--- src/rtl/ceyloniac_loader_pkg.sv ---
// Shared constants and types for the regfile command loader.
package ceyloniac_loader_pkg;

    localparam int ADDR_W = 5;
    localparam int DATA_W = 32;

    localparam logic [7:0] OP_ENABLE = 8'h45;
    localparam logic [7:0] OP_WRITE  = 8'h57;
    localparam logic [7:0] OP_READ   = 8'h52;
    localparam logic [7:0] RSP_ACK   = 8'h06;
    localparam logic [7:0] RSP_NAK   = 8'h15;

    typedef enum logic [2:0] {
        ST_IDLE,
        ST_ADDR,
        ST_CTRL,
        ST_DATA,
        ST_WRITE,
        ST_RD_WAIT,
        ST_RD_SEND,
        ST_RESP
    } state_t;

    function automatic logic addr_ok(input logic [7:0] b);
        return b[7:ADDR_W] == '0;
    endfunction

endpackage

--- src/rtl/ceyloniac_loader_timeout.sv ---
// Inter-byte watchdog: reloads on every accepted byte, counts down while a
// command is waiting for its next byte, flags expiry at zero.
module ceyloniac_loader_timeout #(
    parameter int TIMEOUT_CYCLES = 255
) (
    input  logic clk,
    input  logic rst,
    input  logic clear_i,
    input  logic run_i,
    output logic expired_o
);

    localparam int CW = $clog2(TIMEOUT_CYCLES + 1);
    // Loaded one short so expiry is seen on the last permitted idle cycle.
    localparam logic [CW-1:0] LOAD = CW'(TIMEOUT_CYCLES - 1);

    logic [CW-1:0] cnt_q;

    always_ff @(posedge clk) begin
        if (rst) begin
            cnt_q <= '0;
        end else if (clear_i) begin
            cnt_q <= LOAD;
        end else if (run_i && cnt_q != '0) begin
            cnt_q <= cnt_q - CW'(1);
        end
    end

    assign expired_o = (cnt_q == '0);

endmodule

--- src/rtl/ceyloniac_regfile_loader.sv ---
// Byte-stream command loader that drives the external port set of
// ceyloniac_regfile_controller: enable takeover, register write and read-back.
//
// state      | meaning
// IDLE       | waiting for opcode byte; opcode decoded on acceptance
// ADDR       | waiting for address byte (W or R)
// CTRL       | waiting for enable argument byte (E)
// DATA       | collecting 4 write data bytes, LSB first
// WRITE      | one-cycle write strobe
// RD_WAIT    | read address applied, capture read_data1 at end of cycle
// RD_SEND    | sending 4 read bytes, LSB first
// RESP       | sending a single ACK/NAK byte
module ceyloniac_regfile_loader
    import ceyloniac_loader_pkg::*;
#(
    parameter int TIMEOUT_CYCLES = 255
) (
    input  logic              clk,
    input  logic              rst,
    input  logic [7:0]        rx_data,
    input  logic              rx_valid,
    output logic              rx_ready,
    output logic [7:0]        tx_data,
    output logic              tx_valid,
    input  logic              tx_ready,
    output logic              reg_external_control_enable,
    output logic [ADDR_W-1:0] external_write_addr,
    output logic [DATA_W-1:0] external_write_data,
    output logic              external_write_enable,
    output logic [ADDR_W-1:0] external_read_addr1,
    input  logic [DATA_W-1:0] read_data1,
    output logic              cmd_error
);

    state_t            state_q, state_d;
    logic              is_wr_q, is_wr_d;
    logic [ADDR_W-1:0] addr_q, addr_d;
    logic [DATA_W-1:0] word_q, word_d;
    logic [1:0]        cnt_q, cnt_d;
    logic [7:0]        resp_q, resp_d;
    logic              err_q, err_d;
    logic              en_q, en_d;
    logic [ADDR_W-1:0] waddr_q, waddr_d;
    logic [DATA_W-1:0] wdata_q, wdata_d;
    logic [ADDR_W-1:0] raddr_q, raddr_d;
    logic              waiting, rx_fire, tx_fire, expired;

    assign waiting  = (state_q == ST_ADDR) || (state_q == ST_DATA) || (state_q == ST_CTRL);
    assign rx_ready = !rst && (waiting || state_q == ST_IDLE);
    assign rx_fire  = rx_valid && rx_ready;
    assign tx_valid = (state_q == ST_RESP) || (state_q == ST_RD_SEND);
    assign tx_data  = (state_q == ST_RESP)    ? resp_q :
                      (state_q == ST_RD_SEND) ? word_q[7:0] : 8'h00;
    assign tx_fire  = tx_valid && tx_ready;

    ceyloniac_loader_timeout #(
        .TIMEOUT_CYCLES(TIMEOUT_CYCLES)
    ) u_timeout (
        .clk       (clk),
        .rst       (rst),
        .clear_i   (rx_fire),
        .run_i     (waiting),
        .expired_o (expired)
    );

    always_ff @(posedge clk) begin
        if (rst) begin
            state_q <= ST_IDLE;
            is_wr_q <= 1'b0;
            addr_q  <= '0;
            word_q  <= '0;
            cnt_q   <= '0;
            resp_q  <= '0;
            err_q   <= 1'b0;
            en_q    <= 1'b0;
            waddr_q <= '0;
            wdata_q <= '0;
            raddr_q <= '0;
        end else begin
            state_q <= state_d;
            is_wr_q <= is_wr_d;
            addr_q  <= addr_d;
            word_q  <= word_d;
            cnt_q   <= cnt_d;
            resp_q  <= resp_d;
            err_q   <= err_d;
            en_q    <= en_d;
            waddr_q <= waddr_d;
            wdata_q <= wdata_d;
            raddr_q <= raddr_d;
        end
    end

    always_comb begin
        state_d = state_q;
        is_wr_d = is_wr_q;
        addr_d  = addr_q;
        word_d  = word_q;
        cnt_d   = cnt_q;
        resp_d  = resp_q;
        err_d   = 1'b0;
        en_d    = en_q;
        waddr_d = waddr_q;
        wdata_d = wdata_q;
        raddr_d = raddr_q;

        case (state_q)
            ST_IDLE: begin
                if (rx_fire) begin
                    case (rx_data)
                        OP_ENABLE: state_d = ST_CTRL;
                        OP_WRITE: begin
                            is_wr_d = 1'b1;
                            state_d = ST_ADDR;
                        end
                        OP_READ: begin
                            is_wr_d = 1'b0;
                            state_d = ST_ADDR;
                        end
                        default: begin
                            err_d   = 1'b1;
                            resp_d  = RSP_NAK;
                            state_d = ST_RESP;
                        end
                    endcase
                end
            end
            ST_ADDR: begin
                if (rx_fire) begin
                    if (!addr_ok(rx_data)) begin
                        err_d   = 1'b1;
                        resp_d  = RSP_NAK;
                        state_d = ST_RESP;
                    end else if (is_wr_q) begin
                        addr_d  = rx_data[ADDR_W-1:0];
                        cnt_d   = 2'd0;
                        state_d = ST_DATA;
                    end else if (en_q) begin
                        raddr_d = rx_data[ADDR_W-1:0];
                        state_d = ST_RD_WAIT;
                    end else begin
                        resp_d  = RSP_NAK;
                        state_d = ST_RESP;
                    end
                end else if (expired) begin
                    err_d   = 1'b1;
                    resp_d  = RSP_NAK;
                    state_d = ST_RESP;
                end
            end
            ST_DATA: begin
                if (rx_fire) begin
                    word_d = {rx_data, word_q[DATA_W-1:8]};
                    cnt_d  = cnt_q + 2'd1;
                    if (cnt_q == 2'd3) begin
                        // Locked-out writes still swallow all bytes, then NAK.
                        if (en_q) begin
                            waddr_d = addr_q;
                            wdata_d = {rx_data, word_q[DATA_W-1:8]};
                            state_d = ST_WRITE;
                        end else begin
                            resp_d  = RSP_NAK;
                            state_d = ST_RESP;
                        end
                    end
                end else if (expired) begin
                    err_d   = 1'b1;
                    resp_d  = RSP_NAK;
                    state_d = ST_RESP;
                end
            end
            ST_CTRL: begin
                if (rx_fire) begin
                    en_d    = rx_data[0];
                    resp_d  = RSP_ACK;
                    state_d = ST_RESP;
                end else if (expired) begin
                    err_d   = 1'b1;
                    resp_d  = RSP_NAK;
                    state_d = ST_RESP;
                end
            end
            ST_WRITE: begin
                resp_d  = RSP_ACK;
                state_d = ST_RESP;
            end
            ST_RD_WAIT: begin
                word_d  = read_data1;
                cnt_d   = 2'd0;
                state_d = ST_RD_SEND;
            end
            ST_RD_SEND: begin
                if (tx_fire) begin
                    word_d = {8'h00, word_q[DATA_W-1:8]};
                    cnt_d  = cnt_q + 2'd1;
                    if (cnt_q == 2'd3) begin
                        state_d = ST_IDLE;
                    end
                end
            end
            ST_RESP: begin
                if (tx_fire) begin
                    state_d = ST_IDLE;
                end
            end
            default: state_d = ST_IDLE;
        endcase
    end

    assign reg_external_control_enable = en_q;
    assign external_write_addr         = waddr_q;
    assign external_write_data         = wdata_q;
    assign external_write_enable       = (state_q == ST_WRITE);
    assign external_read_addr1         = raddr_q;
    assign cmd_error                   = err_q;

endmodule

--- config.mk ---
export PLATFORM = sky130hd
export DESIGN_NAME = ceyloniac_regfile_loader
export DESIGN_NICKNAME = d
export VERILOG_FILES = /design/src/rtl/ceyloniac_loader_pkg.sv /design/src/rtl/ceyloniac_loader_timeout.sv /design/src/rtl/ceyloniac_regfile_loader.sv
export SDC_FILE = /design/constraint.sdc
export NUM_CORES = 1
export LEC_CHECK = 0
export ABC_AREA = 1
export CAP_MARGIN = 20
export CORE_MARGIN = 10
export CORE_UTILIZATION = 46
export CTS_CLUSTER_DIAMETER = 30
export DETAILED_ROUTE_END_ITERATION = 10
export PLACE_DENSITY = 0.79
export SLEW_MARGIN = 20
export SYNTH_ARGS = -nofsm -noshare
export SYNTH_HDL_FRONTEND = slang
export SYNTH_SLANG_ARGS = --single-unit
--- constraint.sdc ---
create_clock -name clk -period 1.7 [get_ports clk]
set_clock_uncertainty 0.15 [all_clocks]
set_input_delay 0.34 -clock clk [delete_from_list [all_inputs] [get_ports clk]]
set_output_delay 0.34 -clock clk [all_outputs]
set_load 0.02 [all_outputs]
==> results of run 1 <==
==> path summary, 6_finish.rpt <==
kind / startpoint / endpoint
max reg2reg: state_q[2]$_SDFFE_PP0P_ / word_q[20]$_SDFFE_PP0P_
max: state_q[2]$_SDFFE_PP0P_ / word_q[20]$_SDFFE_PP0P_
min reg2reg: resp_q[5]$_SDFFE_PP0P_ / resp_q[5]$_SDFFE_PP0P_
min: rst / resp_q[2]$_SDFFE_PP0P_
==> worst max-delay path, cell delays in order (launching register included) <==
cell	delay [ps]
dfxtp_4	380
buf_6	130
nor2_4	120
nand2_4	80
buf_12	140
clkinv_8	60
o21ai_4	80
nor2_4	250
inv_8	130
buf_16	170
o21ai_2	190
a21oi_2	50
==> synth_stat cells, types with 3 or more instances <==
cell	n	area share
a21oi_1	86	0.095
a22o_1	4	0.0077
a31oi_1	8	0.011
buf_2	8	0.0088
buf_4	3	0.0050
buf_6	3	0.0074
clkbuf_1	16	0.013
dfxtp_1	103	0.45
inv_1	66	0.054
inv_2	6	0.0050
nand2_1	98	0.081
nand2_2	3	0.0041
nand3_1	17	0.019
nand4_1	8	0.011
nor2_1	46	0.038
nor3_1	5	0.0055
o211ai_1	7	0.012
o21ai_0	122	0.13
==> sequential cells by signal (all words and copies together), names as in the netlist <==
signal,flops
cmd_error,1
addr_q,5
u_timeout.cnt_q,8
reg_external_control_enable,1
resp_q,8
external_write_data,32
external_read_addr1,5
word_q,32
state_q,3
cnt_q,2
is_wr_q,1
external_write_addr,5
==> stage by stage <==
stage	utilization	TNS (ps)	power (uW)
after floorplan	-	-77.8	5320
after global placement	0.628	-35930	6520
after detailed placement	0.628	-39900	6620
after CTS	0.760	-9460	9650
after global routing	0.860	-28170	12100
final	0.860	-24940	11800
==> logic make-up after synthesis <==
logic type                 share of synthesized area
and+or+nand+nor                                0.178
DFF                                            0.453
xor gates and xnor gates                     0.00193
adders and majority gates                    0.00550
AOI/OAI and AO/OA                              0.263
buffers and inverters                         0.0982
==> layer usage <==
layer	routed length, um	up-vias	track usage
met5	0	-	0
met4	2050	0	0.154
met3	2450	212	0.0619
met2	11700	603	0.441
met1	8550	2901	0.278
li1	-	2500	-
==> cell type report <==
cell class / count / share of cell area
Clock buffer: 9 / 0.0149
Timing Repair inverter: 1 / 0.000902
Inverter: 74 / 0.0389
Clock inverter: 7 / 0.0135
Sequential cell: 103 / 0.249
Tap cell: 133 / 0.0200
Timing Repair Buffer: 218 / 0.287
Multi-Input combinational cell: 418 / 0.376
==> where the power goes <==
group	switching [uW]	internal (uW)
Sequential	387	2920
Combinational	3920	2650
Clock	1040	864
Total	5340	6430
==> timing repair <==
item | 4_1_cts | 5_1_grt
setup endpoints to repair | 149 | 113
cloned | 15 | 4
gates resized for setup | 306 | 275
pin swaps | 33 | 74
buffers inserted | 31 | 25
==> flow_metrics.env, run 1 <==
export IMPL_worstPathMaxFanout=8
export IMPL_ys_warn_count=0
export IMPL_reg2reg_depth=11
export IMPL_cp_arrival_ps=2190
export IMPL_max_cap_viol_count=0
export IMPL_rsz0062_at_grt="true"
export IMPL_syn_to_final_growth_pct=83.0
export IMPL_hold_viol=0
export IMPL_hpwl_mm=10.1
export IMPL_worstSetupEndpointType="flop"
export IMPL_placed_cells=888
export IMPL_critPathKind="flop to flop"
export IMPL_leakage_uw=0.00343
export IMPL_dr_pass1_iters=8
export IMPL_wire_per_inst_um=25.7
export IMPL_layout_commonest_cell="dfxtp_1"
export IMPL_required_ps=1850
export IMPL_mostFrequentLayoutCells="dfxtp_1 (100), nand2_1 (76), o21ai_2 (61)"
export IMPL_diodes=0
export IMPL_io_buffers=98
export IMPL_ys_flop_type="dfxtp_1"
export IMPL_die_height_um=119
export IMPL_cts_made_buffers=9
export IMPL_drc=0
export IMPL_ant_nets=0
export IMPL_crit_path_start_kind="flop"
export IMPL_core_area_um2=9680
export IMPL_pre_cts_slack_ps=-480
export IMPL_ir_worst_vdd_mv=0.734
export IMPL_grt_util_all_layers=0.255
export IMPL_grt_max_degree=49
export IMPL_slew_viol_final=0
export IMPL_whs_ps=291
export IMPL_via_per_inst=6.45
export IMPL_fmaxAchievable_mhz=489
export IMPL_start_util=0.470
export IMPL_slew_limit_headroom=0.675
export IMPL_grt_ovfl_total=0
export IMPL_cts_reportedPaths_clkPinSlew_ps=120
export IMPL_antenna_found_initial=0
export IMPL_gp_congestion=0.925
export IMPL_setup_violations=113
export IMPL_syn_area_um2=4550
export IMPL_fillers=386
export IMPL_power_density_nw_per_um2=1410
export IMPL_drt_first_iter_violations=690
export IMPL_clockBufferDepth=2
export IMPL_root_buffer="clkbuf_8"
export IMPL_ys_async_sr_fraction=0
export IMPL_worstSkewPairLatency_ps=400
export IMPL_die_area_um2=14300
export IMPL_final_area_um2=8320
export IMPL_grt_pass1_wl_mm=29.9
export IMPL_fin_cells=963
export IMPL_syn_nets=673
export IMPL_grt_pass1_vias=5744
export IMPL_yosys_register_bits=103
export IMPL_h_tree_depth=3
export IMPL_synthCells=627
export IMPL_dieWidth_um=119
export IMPL_synth_edf_count=0
export IMPL_seq_area_um2=2070
export IMPL_regToRegSetupSlack_ps=-350
export IMPL_hp_class="input pin to flop"
export IMPL_ys_seq_area_frac=0.453
export IMPL_num_vias=6216
export IMPL_status="finished with violations"
export IMPL_clock_sinks=103
export IMPL_postSynthAreaPerCell_um2=7.25
export IMPL_post_route_min_period_ps=2050
export IMPL_hold_depth=3
export IMPL_worstMarginPinSlew_ps=482
export IMPL_failed_checks="setup timing"
export IMPL_cts_hold_fix_buffers=0
export IMPL_nNetsFinal=871
export IMPL_io_pins=99
export IMPL_totalWireLength_mm=24.7
export IMPL_rows=36
export IMPL_fin_ws_ps=-345
export IMPL_timing_final_crit_share=1.20
export IMPL_multiInputGateArea_um2=3130
export IMPL_place_area_um2=6080
export IMPL_final_layout_size_suffix_gt1_frac=0.467
export IMPL_ys_types=32
export IMPL_cts_tree="done"
No activity file was read; power rests on OpenSTA's default activity.
==> inputs of run 2 (changes only) <==
--- a/config.mk
+++ b/config.mk
@@ -8,10 +8,10 @@
 export ABC_AREA = 1
 export CAP_MARGIN = 20
 export CORE_MARGIN = 10
-export CORE_UTILIZATION = 46
+export CORE_UTILIZATION = 47
 export CTS_CLUSTER_DIAMETER = 30
 export DETAILED_ROUTE_END_ITERATION = 10
-export PLACE_DENSITY = 0.79
+export PLACE_DENSITY = 0.78
 export SLEW_MARGIN = 20
 export SYNTH_ARGS = -nofsm -noshare
 export SYNTH_HDL_FRONTEND = slang
==> constraint.sdc (replaced) <==
create_clock -name clk -period 2.3 [get_ports clk]
set_clock_uncertainty 0.15 [all_clocks]
set_input_delay 0.46 -clock clk [delete_from_list [all_inputs] [get_ports clk]]
set_output_delay 0.46 -clock clk [all_outputs]
set_load 0.02 [all_outputs]
==> flow_metrics.env, run 2 (synthesis gave the netlist of run 1 again) <==
export IMPL_max_cap_viol_count=0
export IMPL_rows=35
export IMPL_cts_reportedPaths_clkPinSlew_ps=110
export IMPL_diodes=0
export IMPL_whs_ps=315
export IMPL_hpwl_mm=9.52
export IMPL_power_density_nw_per_um2=955
export IMPL_path_buf_inv=2
export IMPL_cts_made_buffers=9
export IMPL_pwr_share_seq=0.410
export IMPL_clockPowerShare=0.198
export IMPL_status="complete, no violations"
export IMPL_root_buffer="clkbuf_8"
export IMPL_dieWidth_um=118
export IMPL_worstMarginPinSlew_ps=500
export IMPL_hold_depth=2
export IMPL_grt_pass1_vias=4448
export IMPL_slew_viol_final=0
export IMPL_leakage_uw=0.00244
export IMPL_drc=0
export IMPL_dr_pass1_iters=7
export IMPL_setup_violations=0
export IMPL_worst_path_most_repeated_cell="nor2_1"
export IMPL_final_area_um2=5960
export IMPL_cts_hold_fix_buffers=0
export IMPL_clockBufferDepth=2
export IMPL_cts_tree="done"
export IMPL_critPathKind="flop to output port"
export IMPL_required_ps=1690
export IMPL_die_height_um=118
export IMPL_crit_chain="nor2_1 > inv_2 > nor2_1 > dlygate4sd2_1"
export IMPL_timing_final_crit_share=0.956
export IMPL_totalWireLength_mm=12.5
export IMPL_post_route_min_period_ps=2200
export IMPL_syn_to_final_growth_pct=31.1
export IMPL_grt_max_degree=69
export IMPL_h_tree_depth=3
export IMPL_num_vias=4545
export IMPL_slew_limit_headroom=0.663
export IMPL_ir_worst_vdd_mv=0.423
export IMPL_via_per_inst=5.24
export IMPL_die_area_um2=14000
export IMPL_ant_nets=0
export IMPL_final_layout_size_suffix_gt1_frac=0.103
export IMPL_grt_pass1_wl_mm=21.3
export IMPL_gp_congestion=0.922
export IMPL_swShare=0.402
export IMPL_slowest_stage="dlygate4sd2_1"
export IMPL_grt_ovfl_total=0
export IMPL_start_util=0.488
export IMPL_fillers=827
export IMPL_worstSetupEndpointType="output port"
export IMPL_grt_util_all_layers=0.177
export IMPL_drt_first_iter_violations=288
export IMPL_rsz0062_at_grt="false"
export IMPL_cp_arrival_ps=1590
export IMPL_mostFrequentLayoutCells="o21ai_0 (122), dfxtp_1 (100), nand2_1 (98)"
export IMPL_worstPathMaxFanout=5
export IMPL_hp_class="flop to flop"
export IMPL_max_stage_delay_ps=380
export IMPL_io_pins=99
export IMPL_io_buffers=98
export IMPL_reg2reg_depth=9
export IMPL_worstSkewPairLatency_ps=370
export IMPL_power_frac_comb=0.392
export IMPL_cp_depth=4
export IMPL_clock_sinks=103
export IMPL_cpLargestDelayFamily="simple AND/OR/NAND/NOR gates"
export IMPL_place_area_um2=5800
export IMPL_core_area_um2=9330
export IMPL_antenna_found_initial=0
export IMPL_p_switching_uw=2290
export IMPL_fmaxAchievable_mhz=455
export IMPL_p_int_uw=3400
export IMPL_hold_viol=0
export IMPL_crit_path_start_kind="flop"
export IMPL_layout_commonest_cell="o21ai_0"
export IMPL_wire_per_inst_um=14.4
export IMPL_nNetsFinal=780
-- run 2: changes by cell type in the layout (fill, tap and decap cells not counted), moves of 19 or more --
cell             previous run  this run
buf_4                      59        26
a21oi_1                    25        86
a21oi_2                    57         0
dlygate4sd2_1              44         2
nand2_1                    76        98
o21ai_1                    19         0
o21ai_2                    61         1
o21ai_4                    25         0
nor2_1                     26        46
clkdlybuf4s50_1            41        87
o21ai_0                    18       122
buf_6                      35         0
-- run 2: area by class of cell --
type / count / area, um2 / share of cell area
inverter: 74 / 280 / 0.0470
sequential: 103 / 2070 / 0.346
tap: 129 / 161 / 0.0271
clock inverter: 7 / 71.3 / 0.0120
multi-input combinational: 418 / 2040 / 0.343
clock buffer: 9 / 124 / 0.0208
timing repair buffer: 128 / 1220 / 0.204
-- run 2: worst paths after layout --
kind                                                       from                      to  slack [ps]
worst max-delay path                    state_q[0]$_SDFFE_PP0P_   external_write_enable         100
worst min-delay path                     resp_q[7]$_SDFFE_PP0P_  resp_q[7]$_SDFFE_PP0P_         320
worst max register to register  u_timeout.cnt_q[0]$_SDFFE_PP0P_  resp_q[3]$_SDFFE_PP0P_         280
worst min register to register           resp_q[7]$_SDFFE_PP0P_  resp_q[7]$_SDFFE_PP0P_         320
-- run 2: tightest hold or removal path: cells and delay by family (launching register included) --
family        cells  cell delay, ps
buf+inv           1              30
flops             1             330
simple gates      1              70
-- run 2: repair_timing --
action                     CTS  global route
cloned                       0             0
setup buffers                0             0
pin swaps                    0             0
setup endpoints to repair   11             9
gates resized for setup     14            20
-- run 2: through the flow --
stage / std cells / power (uW) / TNS, ps / utilization / worst slack, ps
floorplan: 627 / 3930 / 0 / - / 323
global placement: 852 / 4530 / 0 / 0.622 / 33.8
detailed placement: 852 / 4590 / -20.6 / 0.622 / -11.6
CTS: 868 / 5700 / 0 / 0.642 / 23.6
global route: 868 / 6140 / 0 / 0.639 / 22.5
finish: 868 / 5690 / 0 / 0.639 / 101
-- run 2: power by group through the flow --
stage               registers, uW  clock network (uW)  logic [uW]
floorplan                    2310                   0        1620
global placement             2360                   0        2170
detailed placement           2370                   0        2220
CTS                          2330                1150        2220
global route                 2380                1210        2550
finish                       2340                1130        2230
-- run 2: metal layers --
metal  global-route usage  wire (um)
met1                0.219       5610
met2                0.299       5990
met3               0.0424        743
met4               0.0511        133
met5                    0          0
